File: src/rtl/eq_mac_scheduler.sv
// Tap-MAC issue sequencer for the shared equalizer datapath: walks every band/tap
// once per accepted sample, marks accumulator clear/last and reports band/frame completion.
module eq_mac_scheduler #(
  parameter int NUM_BANDS   = 8,
  parameter int TAPS        = 64,
  parameter int BAND_W      = 3,
  parameter int TAP_W       = 6,
  parameter int MAC_LATENCY = 2
) (
  input  logic                    clk,
  input  logic                    rst,
  input  logic                    sample_valid,
  output logic                    sample_ready,
  input  logic                    stall,
  input  logic                    overrun_clr,
  output logic                    clk_enable,
  output logic [BAND_W-1:0]       band_idx,
  output logic [TAP_W-1:0]        tap_idx,
  output logic [BAND_W+TAP_W-1:0] coeff_addr,
  output logic                    acc_clear,
  output logic                    acc_last,
  output logic                    band_done,
  output logic [BAND_W-1:0]       band_done_idx,
  output logic                    frame_done,
  output logic                    busy,
  output logic                    overrun
);

  localparam int DRAIN_W = (MAC_LATENCY > 1) ? $clog2(MAC_LATENCY) : 1;

  typedef enum logic [1:0] {
    S_IDLE  = 2'd0,
    S_RUN   = 2'd1,
    S_DRAIN = 2'd2,
    S_DONE  = 2'd3
  } state_t;

  state_t                               state_q, state_d;
  logic [BAND_W-1:0]                    band_q, band_d;
  logic [TAP_W-1:0]                     tap_q, tap_d;
  logic [DRAIN_W-1:0]                   drain_q, drain_d;
  logic                                 overrun_q, overrun_d;
  logic [MAC_LATENCY-1:0]               last_dly_q, last_dly_d;
  logic [MAC_LATENCY-1:0][BAND_W-1:0]   bidx_dly_q, bidx_dly_d;
  logic                                 tap_last_s;
  logic                                 band_last_s;

  // Stall gates the issue in the same cycle, so the strobe is decoded from the live input.
  assign clk_enable    = (state_q == S_RUN) && !stall;
  assign tap_last_s    = (tap_q == TAP_W'(TAPS - 1));
  assign band_last_s   = (band_q == BAND_W'(NUM_BANDS - 1));
  assign acc_clear     = clk_enable && (tap_q == {TAP_W{1'b0}});
  assign acc_last      = clk_enable && tap_last_s;
  assign band_idx      = band_q;
  assign tap_idx       = tap_q;
  assign coeff_addr    = {band_q, tap_q};
  assign sample_ready  = (state_q == S_IDLE);
  assign busy          = (state_q != S_IDLE);
  assign frame_done    = (state_q == S_DONE);
  assign overrun       = overrun_q;
  assign band_done     = last_dly_q[MAC_LATENCY-1];
  assign band_done_idx = bidx_dly_q[MAC_LATENCY-1];

  // Next-state, counter, overrun and completion-delay logic.
  always_comb begin
    state_d    = state_q;
    band_d     = band_q;
    tap_d      = tap_q;
    drain_d    = drain_q;
    last_dly_d = last_dly_q;
    bidx_dly_d = bidx_dly_q;
    case (state_q)
      S_IDLE: begin
        band_d  = {BAND_W{1'b0}};
        tap_d   = {TAP_W{1'b0}};
        drain_d = {DRAIN_W{1'b0}};
        if (sample_valid) begin
          state_d = S_RUN;
        end else begin
          state_d = S_IDLE;
        end
      end
      S_RUN: begin
        if (clk_enable) begin
          tap_d = tap_q + TAP_W'(1);
          if (tap_last_s && band_last_s) begin
            band_d  = {BAND_W{1'b0}};
            state_d = S_DRAIN;
          end else if (tap_last_s) begin
            band_d = band_q + BAND_W'(1);
          end else begin
            band_d = band_q;
          end
        end else begin
          tap_d = tap_q;
        end
      end
      S_DRAIN: begin
        if (drain_q == DRAIN_W'(MAC_LATENCY - 1)) begin
          drain_d = {DRAIN_W{1'b0}};
          state_d = S_DONE;
        end else begin
          drain_d = drain_q + DRAIN_W'(1);
        end
      end
      S_DONE: begin
        state_d = S_IDLE;
      end
      default: begin
        state_d = S_IDLE;
      end
    endcase

    // A sample arriving while the frame is busy is dropped; a new one beats a clear.
    if (sample_valid && (state_q != S_IDLE)) begin
      overrun_d = 1'b1;
    end else if (overrun_clr) begin
      overrun_d = 1'b0;
    end else begin
      overrun_d = overrun_q;
    end

    last_dly_d[0] = acc_last;
    bidx_dly_d[0] = band_q;
    for (int i = 1; i < MAC_LATENCY; i++) begin
      last_dly_d[i] = last_dly_q[i-1];
      bidx_dly_d[i] = bidx_dly_q[i-1];
    end
  end

  // State register; reset also empties the completion delay line so an aborted frame reports nothing.
  always_ff @(posedge clk or negedge rst) begin
    if (!rst) begin
      state_q    <= S_IDLE;
      band_q     <= {BAND_W{1'b0}};
      tap_q      <= {TAP_W{1'b0}};
      drain_q    <= {DRAIN_W{1'b0}};
      overrun_q  <= 1'b0;
      last_dly_q <= {MAC_LATENCY{1'b0}};
      bidx_dly_q <= {(MAC_LATENCY*BAND_W){1'b0}};
    end else begin
      state_q    <= state_d;
      band_q     <= band_d;
      tap_q      <= tap_d;
      drain_q    <= drain_d;
      overrun_q  <= overrun_d;
      last_dly_q <= last_dly_d;
      bidx_dly_q <= bidx_dly_d;
    end
  end

endmodule

File: config.mk
export PLATFORM = sky130hd
export DESIGN_NAME = eq_mac_scheduler
export DESIGN_NICKNAME = d
export VERILOG_FILES = /design/src/rtl/eq_mac_scheduler.sv
export SDC_FILE = /design/constraint.sdc
export NUM_CORES = 1
export LEC_CHECK = 0
export CAP_MARGIN = 20
export CORE_UTILIZATION = 30
export DETAILED_ROUTE_END_ITERATION = 8
export GPL_TIMING_DRIVEN = 0
export RECOVER_POWER = 25
export SLEW_MARGIN = 20
export SYNTH_ARGS = -nofsm -noshare
export SYNTH_HDL_FRONTEND = slang
export SYNTH_SLANG_ARGS = --single-unit
File: constraint.sdc
create_clock -name clk -period 2.06 [get_ports clk]
set_clock_uncertainty 0.2 [all_clocks]
set_input_delay 0.412 -clock clk [delete_from_list [all_inputs] [get_ports clk]]
set_output_delay 0.412 -clock clk [all_outputs]
set_load 0.005 [all_outputs]
### Word level (Yosys, flattened, before mapping)

Cells that the tools add are included.

* add/sub/neg operators: 3
* eq/ne operators: 9
* mux-type cells: 15
* reduce and logical (&&, ||, !) cells: 15

Operators with widths (count)
* 6-bit one-hot mux with 2 select lines: 1
* 3-bit 2-to-1 mux: 3
* 2-bit one-hot mux with 4 select lines: 1
* 2-bit nonzero test: 4
* 6-bit by 1-bit adder with 6-bit output (second input constant): 1
* 6-bit == test (second input constant): 1
* 6-bit logical NOT: 1
* 2-bit 2-to-1 mux: 3
* 6-bit 2-to-1 mux: 1
* 3-bit one-hot mux with 2 select lines: 1
* 3-bit AND reduction: 2
* 1-bit logical AND: 5
* 2-bit == test (second input constant): 2
* 1-bit 2-to-1 mux: 4
* 2-bit != test (second input constant): 2
* 3-bit by 1-bit adder with 3-bit output (second input constant): 1
* 3-bit == test (second input constant): 1
* 3-bit by 2-bit != test with 1-bit output (second input constant): 1
* 2-bit by 1-bit == test with 1-bit output (second input constant): 1
* 2-bit logical NOT: 1
* 2-bit by 1-bit != test with 1-bit output (second input constant): 1
* 1-bit one-hot mux with 2 select lines: 1
* 2-bit AND reduction: 1
* 1-bit adder (second input constant): 1
* 1-bit logical NOT: 1

* flip-flop bits (word level): 21
* input port bits: 5
* output and inout bits: 29
* logic and storage cells: 50

### Logic depth before layout (Yosys ltp)

Gate-level depths: netlist of run 1.

* depth after elaboration: 5
* depth in mapped cells: 7
* mapped depth without buffers: 6

### Least setup slack after synthesis of run 1

OpenSTA, ideal clock, no wires.

* kind: register -> output
* start point: register state_q[1]
* end point: output acc_clear
* arrival time: 1.299 ns
* required time: 1.448 ns
* setup slack: 0.149 ns
* stages on the path, launching flop included: 7
* buffers on the path: 1
* cell sequence: dfrtp_1 -> inv_1 -> ha_1 -> inv_1 -> buf_4 -> nor2_1 -> and3_1

* cells in the longest elaborated chain, start to end: 3

RTL lines
* start, declared: RTL line 38 `state_t state_q, state_d;`
* start signal, assigned: RTL line 142 `state_q <= state_d;`
* 2-bit by 1-bit == test with 1-bit output: RTL line 49 `assign clk_enable = (state_q == S_RUN) && !stall;`
* 1-bit logical AND: RTL line 49
* via clk_enable: RTL line 16 `output logic clk_enable,`
* 1-bit logical AND: RTL line 52 `assign acc_clear = clk_enable && (tap_q == {TAP_W{1'b0}});`
* end, declared: RTL line 20 `output logic acc_clear,`

The timed path passes the listed nets, and every way through them passes these cells.

### Final worst setup path of run 1

* start point: register state_q[0]
* end point: output acc_clear

* cells in the longest elaborated chain, start to end: 3

RTL lines (RTL line)
* 2-bit by 1-bit == test with 1-bit output: 49
* 1-bit logical AND: 49
* 1-bit logical AND: 52

Every way passes these cells.

==> results of run 1 <==
-- cell families (layout without fill, tap and decap cells) --
kind of cell / Yosys count / after routing / synth area share, %
and+or+nand+nor: 26 / 26 / 13.8
xor gates and xnor gates: 5 / 5 / 4.02
adders and majority gates: 8 / 8 / 9.19
muxes: 4 / 4 / 4.25
AOI/OAI and AO/OA: 13 / 13 / 8.15
buffers and inverters: 22 / 74 / 12.4
DFF: 21 / 21 / 48.2
-- layout make-up --
class | instances | area share, %
Clock inverter | 1 | 0.302
Timing Repair Buffer | 48 | 25.8
Tap cell | 46 | 3.48
Inverter | 8 | 2.12
Multi-Input combinational cell | 56 | 28.0
Buffer | 14 | 6.80
Sequential cell | 21 | 32.1
Clock buffer | 3 | 1.36
-- how the worst min path moves through the flow --
stage | start | to | slack (ps) | cells past startpoint
6_report | bidx_dly_d[3]$_DFF_PN0_ | band_done_idx[0]$_DFF_PN0_ | 160 | 0
5_1_grt | bidx_dly_d[5]$_DFF_PN0_ | band_done_idx[2]$_DFF_PN0_ | 170 | 0
4_1_cts | bidx_dly_d[3]$_DFF_PN0_ | band_done_idx[0]$_DFF_PN0_ | 160 | 0
3_5_place_dp | bidx_dly_d[3]$_DFF_PN0_ | band_done_idx[0]$_DFF_PN0_ | 140 | 0
3_3_place_gp | last_dly_q[0]$_DFF_PN0_ | last_dly_q[1]$_DFF_PN0_ | 130 | 0
2_1_floorplan | rst | band_done_idx[0]$_DFF_PN0_ | -80 | 0
-- registers in the layout, indices dropped and copies added (netlist names) --
name	cells
band_done_idx	3
drain_q	1
overrun	1
last_dly_q	2
bidx_dly_d	3
tap_idx	6
band_idx	3
state_q	2
-- timing repair --
| action | CTS | global route |
|---|---|---|
| resized for setup | 29 | 14 |
| endpoints found under the setup margin | 7 | 9 |
| pin swaps | 2 | 4 |
| setup buffers | 9 | 6 |
-- power breakdown --
part / internal, mW / total [mW] / switching (mW)
clock: 0.0723 / 0.202 / 0.129
sequential: 0.472 / 0.515 / 0.0429
combinational: 0.504 / 0.914 / 0.410
total: 1.05 / 1.63 / 0.582
-- routing by layer --
layer	wire, um	vias up
li1	-	421
met1	1020	417
met2	1230	27
met3	107	2
met4	10	0
met5	0	-
-- worst max-delay path: stages (launching register included) --
cell and delay, ps:
dfrtp_1 440, buf_6 140, ha_4 160, inv_4 60
buf_6 100, nor2_4 30, and3_1 140, buf_2 120
-- stage by stage --
stage | hold WS, ps | cell area, um2
final | 160 | 1660
after global routing | 174 | 1660
after CTS | 163 | 1610
after detailed placement | 136 | 1480
after global placement | 131 | 1480
after floorplan | -83.6 | 1090
-- cells in the final DEF, fill, tap and decap left out, drive strengths merged, types with 2 or more instances in the layout --
cell type / count
o21ai: 3
nand2: 10
o22ai: 2
a31o: 2
dlygate4sd2: 2
o31ai: 2
xor2: 2
nor2b: 2
dfrtp: 21
nor2: 5
nand3: 2
mux2: 2
clkdlybuf4s50: 24
clkbuf: 5
xnor2: 3
ha: 8
mux2i: 2
buf: 32
inv: 8
==> metrics, run 1 <==
status complete, but fails checks; failing checks setup timing; most frequent cells after synthesis 21 x dfrtp_1, 14 x buf_4, 10 x nand2_1, 8 x ha_1, 8 x inv_1; DR pass1 iterations 3; Post-CTS Hold Buffers 0; Root Buffer Master clkbuf_4; share of post-route cells with drive strength above 1 36.4%; ys flop type dfrtp_1; Setup WS post-layout -53.7 ps; first-pass GRT wire length about 4100 um; Iter 0 DRT Violations 15; largest net degree at the start of global routing 22; gr ovfl total 0; Setup crit end acc_clear; Max FO, Critical Path 2; I/O Pins 34; reg2reg setup slack between 150 and 200 ps; Syn Area/Cell 11.0 um2; Die Y just over 60 um; max cap viols 0; Power Density 985 mW/mm2; Slew HR 37.8%; post-route insts no fill 197; post-route minimum period 2110 ps; Reg2Reg Depth 7; Area contributors post-synth dfrtp_1 48%, buf_4 9.6%, ha_1 9.2%; met1 usage between 10% and 20%; placed cell count 178; Leakage 0.831 nW; Post-Syn Nets about 110; Inserted Clock Buffers 3; post-synth top area share 48.2%; met2 Use GR a little under a quarter; port bufs 33; fin nets 165; ant diodes 0; Worst Setup Start Kind register; Tcrit/Tclk final 103%; CORE AREA 0.00342 mm2; crit path kind register to output port; clk_lat worst skew 300 ps; number of H-tree levels 1; ys async rst share 100%; sequential cell area 532 um2; VDD IR max between 500 and 600 uV; fillers approximately 330; number of cell rows 21; Post-Route WL ~2400 um; Post-synth EDFFs 0; # clock sinks 21; clk buf depth 2; post-synthesis cell count just under 100; DIE AREA 0.00388 mm2; Area Overhead vs Synth 51.9%; initial antenna violation count 0; crit end category output port; CP Data Required Time 1450 ps; met3 GRT Util 2.94%; fin util 48.5%; Detailed Place HPWL 1520 um; Hold Vio Cnt, Final 0; Overall Power 1.63 mW; vias in the first global route 877; Setup Total Neg Slack -93.7 ps; pre-CTS setup slack -599 ps; post-route ant nets 0; post-synth top area cell dfrtp_1; vias just under 900; Starting Density between 30% and 40%; Hold Crit Class register to register; Critical Path AT ~1500 ps; gr busiest metal met2; # setup viols final 2; Post-Syn Area 0.00109 mm2; Multi-input gate area 464 um2; register area share after synthesis roughly half; most common cell in the netlist dfrtp_1; Total Routing Usage GR 13.4%; placer congestion estimate 0.682; DRC Markers 0; worst reg2reg endpoint state_q[1]$_DFFE_PN0P_; detailed-route vias per instance 4.40; Crit Reg-Reg Startpoint state_q[0]$_DFFE_PN0P_; TritonCTS clock tree yes; Least-Margin Pin Slew 930 ps; critical path launch point state_q[0]$_DFFE_PN0P_; synthesized flop and latch total 21; Max Transition Viols Final 0; RSZ-0062 raised after global routing true; wire length per cell 12.0 um; CTS clk-pin slew, worst paths 130 ps; Die W 62.3 um; post-synth cell types 30; Max Freq 0.473 GHz; Yosys Warn Count 0
No activity file was read; power rests on OpenSTA's default activity.
==> run 2: changes to the inputs <==
Settings changed: CAP_MARGIN 20 to 30.
==> metrics, run 2 (same netlist as run 1, synthesis figures left out) <==
ant diodes 0 (unchanged); worst min-delay path startpoint bidx_dly_d[3]$_DFF_PN0_; CORE AREA 0.00342 mm2 (unchanged); Die Y 62.3 um (unchanged); clk_lat worst skew 300 ps (about the same); CP most frequent cell buf_6; number of H-tree levels 1 (unchanged); largest net degree at the start of global routing 22 (unchanged); Endpoint, Worst Hold band_done_idx[0]$_DFF_PN0_; Worst Hold Depth 0 (unchanged); placer congestion estimate 0.682 (unchanged); I/O Pins 34 (unchanged); vias 864 (-0.35%); Leakage 0.843 nW (+1.4%); Hold Vio Cnt, Final 0 (unchanged); kind of cell adding the most delay to the critical path flip-flops; Area Overhead vs Synth 53.6%; reg2reg setup slack 170 ps (about the same); met3 GRT Util 2.94% (unchanged); Max Freq 0.474 GHz (+0.16%); post-route ant nets 0 (unchanged); fin nets 166 (+0.61%); critical path launch point state_q[0]$_DFFE_PN0P_; Detailed Place HPWL 1520 um (unchanged); Setup Total Neg Slack -86.8 ps (+6.86 ps); final instance area 0.00167 mm2 (+1.1%); Setup WS post-layout -50.3 ps (+3.35 ps); worst-path cell chain buf_6 > ha_4 > inv_4 > buf_6 > nor2_4 > and3_1 > buf_2; detailed-route vias per instance 4.36 (-0.85%); DIE AREA 0.00388 mm2 (unchanged); # setup viols final 2 (unchanged); Max FO, Critical Path 2 (unchanged); Hold Crit Class register to register; Reg2Reg Depth 7 (unchanged); status complete, but fails checks; max cap viols 0 (unchanged); port bufs 33 (unchanged); placed cell count 178 (unchanged); DR pass1 iterations 2 (-1); Crit Reg-Reg Startpoint state_q[0]$_DFFE_PN0P_; RSZ-0062 raised after global routing true; Tcrit/Tclk final 102% (-0.16 points); number of flip-flops under the largest register name 6 (unchanged); Critical Path AT 1500 ps (about the same); placed instance area 0.00148 mm2 (unchanged); gr busiest metal met2; met2 Use GR 22.8% (unchanged); max incr delay on CP 440 ps (about the same); crit end category output port; Worst Setup Start Kind register; failing checks setup timing; Max Transition Viols Final 0 (unchanged); wire length per cell 12.0 um (about the same); Inserted Clock Buffers 3 (unchanged); DRC Markers 0 (unchanged); TritonCTS clock tree yes; most frequent cells in the layout 27 x buf_4, 23 x clkdlybuf4s50_1, 16 x dfrtp_1, 10 x nand2_1; Hold Worst Slack 160 ps (+0.130 ps); # clock sinks 21 (unchanged); VDD IR max 542 uV (about the same); Total Routing Usage GR 13.4% (unchanged); Least-Margin Pin Slew 461 ps (-469 ps); Power Density 975 mW/mm2 (-1.0%); worst reg2reg endpoint state_q[1]$_DFFE_PN0P_; clk buf depth 2 (unchanged); post-route insts no fill 198 (+0.51%); first-pass GRT wire length 4130 um (unchanged); Starting Density 31.9% (unchanged); CTS clk-pin slew, worst paths 130 ps (about the same); crit path kind register to output port; CP Data Required Time 1450 ps (about the same); Slew HR 69.2% (+31 points); met1 usage 16.9% (unchanged); Post-Route WL 2380 um (+0.42%); Crit path buffers/inverters 4 (unchanged); number of cell rows 21 (unchanged); vias in the first global route 877 (unchanged); CP max stage cell dfrtp_1; post-route minimum period 2110 ps (-3.35 ps); initial antenna violation count 0 (unchanged); Iter 0 DRT Violations 8 (-7); Die W 62.3 um (unchanged); gr ovfl total 0 (unchanged); share of post-route cells with drive strength above 1 37.5% (+1.1 points); commonest non-fill, non-tap cell in the layout buf_4; Root Buffer Master clkbuf_4
-- run 2: cell count changes in the layout (fill, tap and decap cells not counted), sizes merged --
| cell | delta |
|---|---|
| buf | +2 |
| clkbuf | -1 |
| clkdlybuf4s50 | -1 |
| dlygate4sd3 | +1 |
-- run 2: worst max path at each step --
stage           endpoint  slack [ps]  cells after the start
2_1_floorplan  acc_clear         150                      6
3_3_place_gp    acc_last        -590                      4
3_5_place_dp    acc_last        -600                      4
4_1_cts        acc_clear        -190                      7
5_1_grt        acc_clear        -110                      7
6_report       acc_clear         -50                      7
-- run 2: cell type report --
| class | instances | area (um2) |
|---|---|---|
| inverters | 8 | 35.0 |
| clock inverters | 1 | 5.00 |
| well taps | 46 | 57.6 |
| plain buffers | 14 | 113 |
| multi-input cells | 56 | 464 |
| fillers | 330 | 1740 |
| repair buffers | 49 | 445 |
| clock buffers | 3 | 22.5 |
| flip-flops and latches | 21 | 532 |
-- run 2: repair_timing --
action / 4_1_cts / 5_1_grt
setup buffers: 9 / 6
endpoints found under the setup margin: 7 / 9
hold buffers: 0 / 0
gates resized for setup: 29 / 14
pin swaps: 2 / 4
-- run 2: stage by stage --
| stage | util [%] | setup slack (ps) | total power [mW] |
|---|---|---|---|
| 6_report | 49.0 | -50.3 | 1.63 |
| 5_1_grt | 49.0 | -109 | 1.75 |
| 4_1_cts | 47.0 | -191 | 1.56 |
| 3_5_place_dp | 43.3 | -599 | 1.19 |
| 3_3_place_gp | 43.3 | -589 | 1.17 |
| 2_1_floorplan | - | 149 | 0.919 |
-- run 2: report_power, final --
part	switching, mW	internal (mW)
logic	0.410	0.506
clock network	0.129	0.0723
registers	0.0426	0.472
total	0.582	1.05
-- run 2: layer usage --
| layer | part of all wire (%) | routed length [um] |
|---|---|---|
| met5 | 0 | 0 |
| met4 | 0.42 | 10 |
| met3 | 4.5 | 106 |
| met2 | 52 | 1230 |
| met1 | 43 | 1030 |
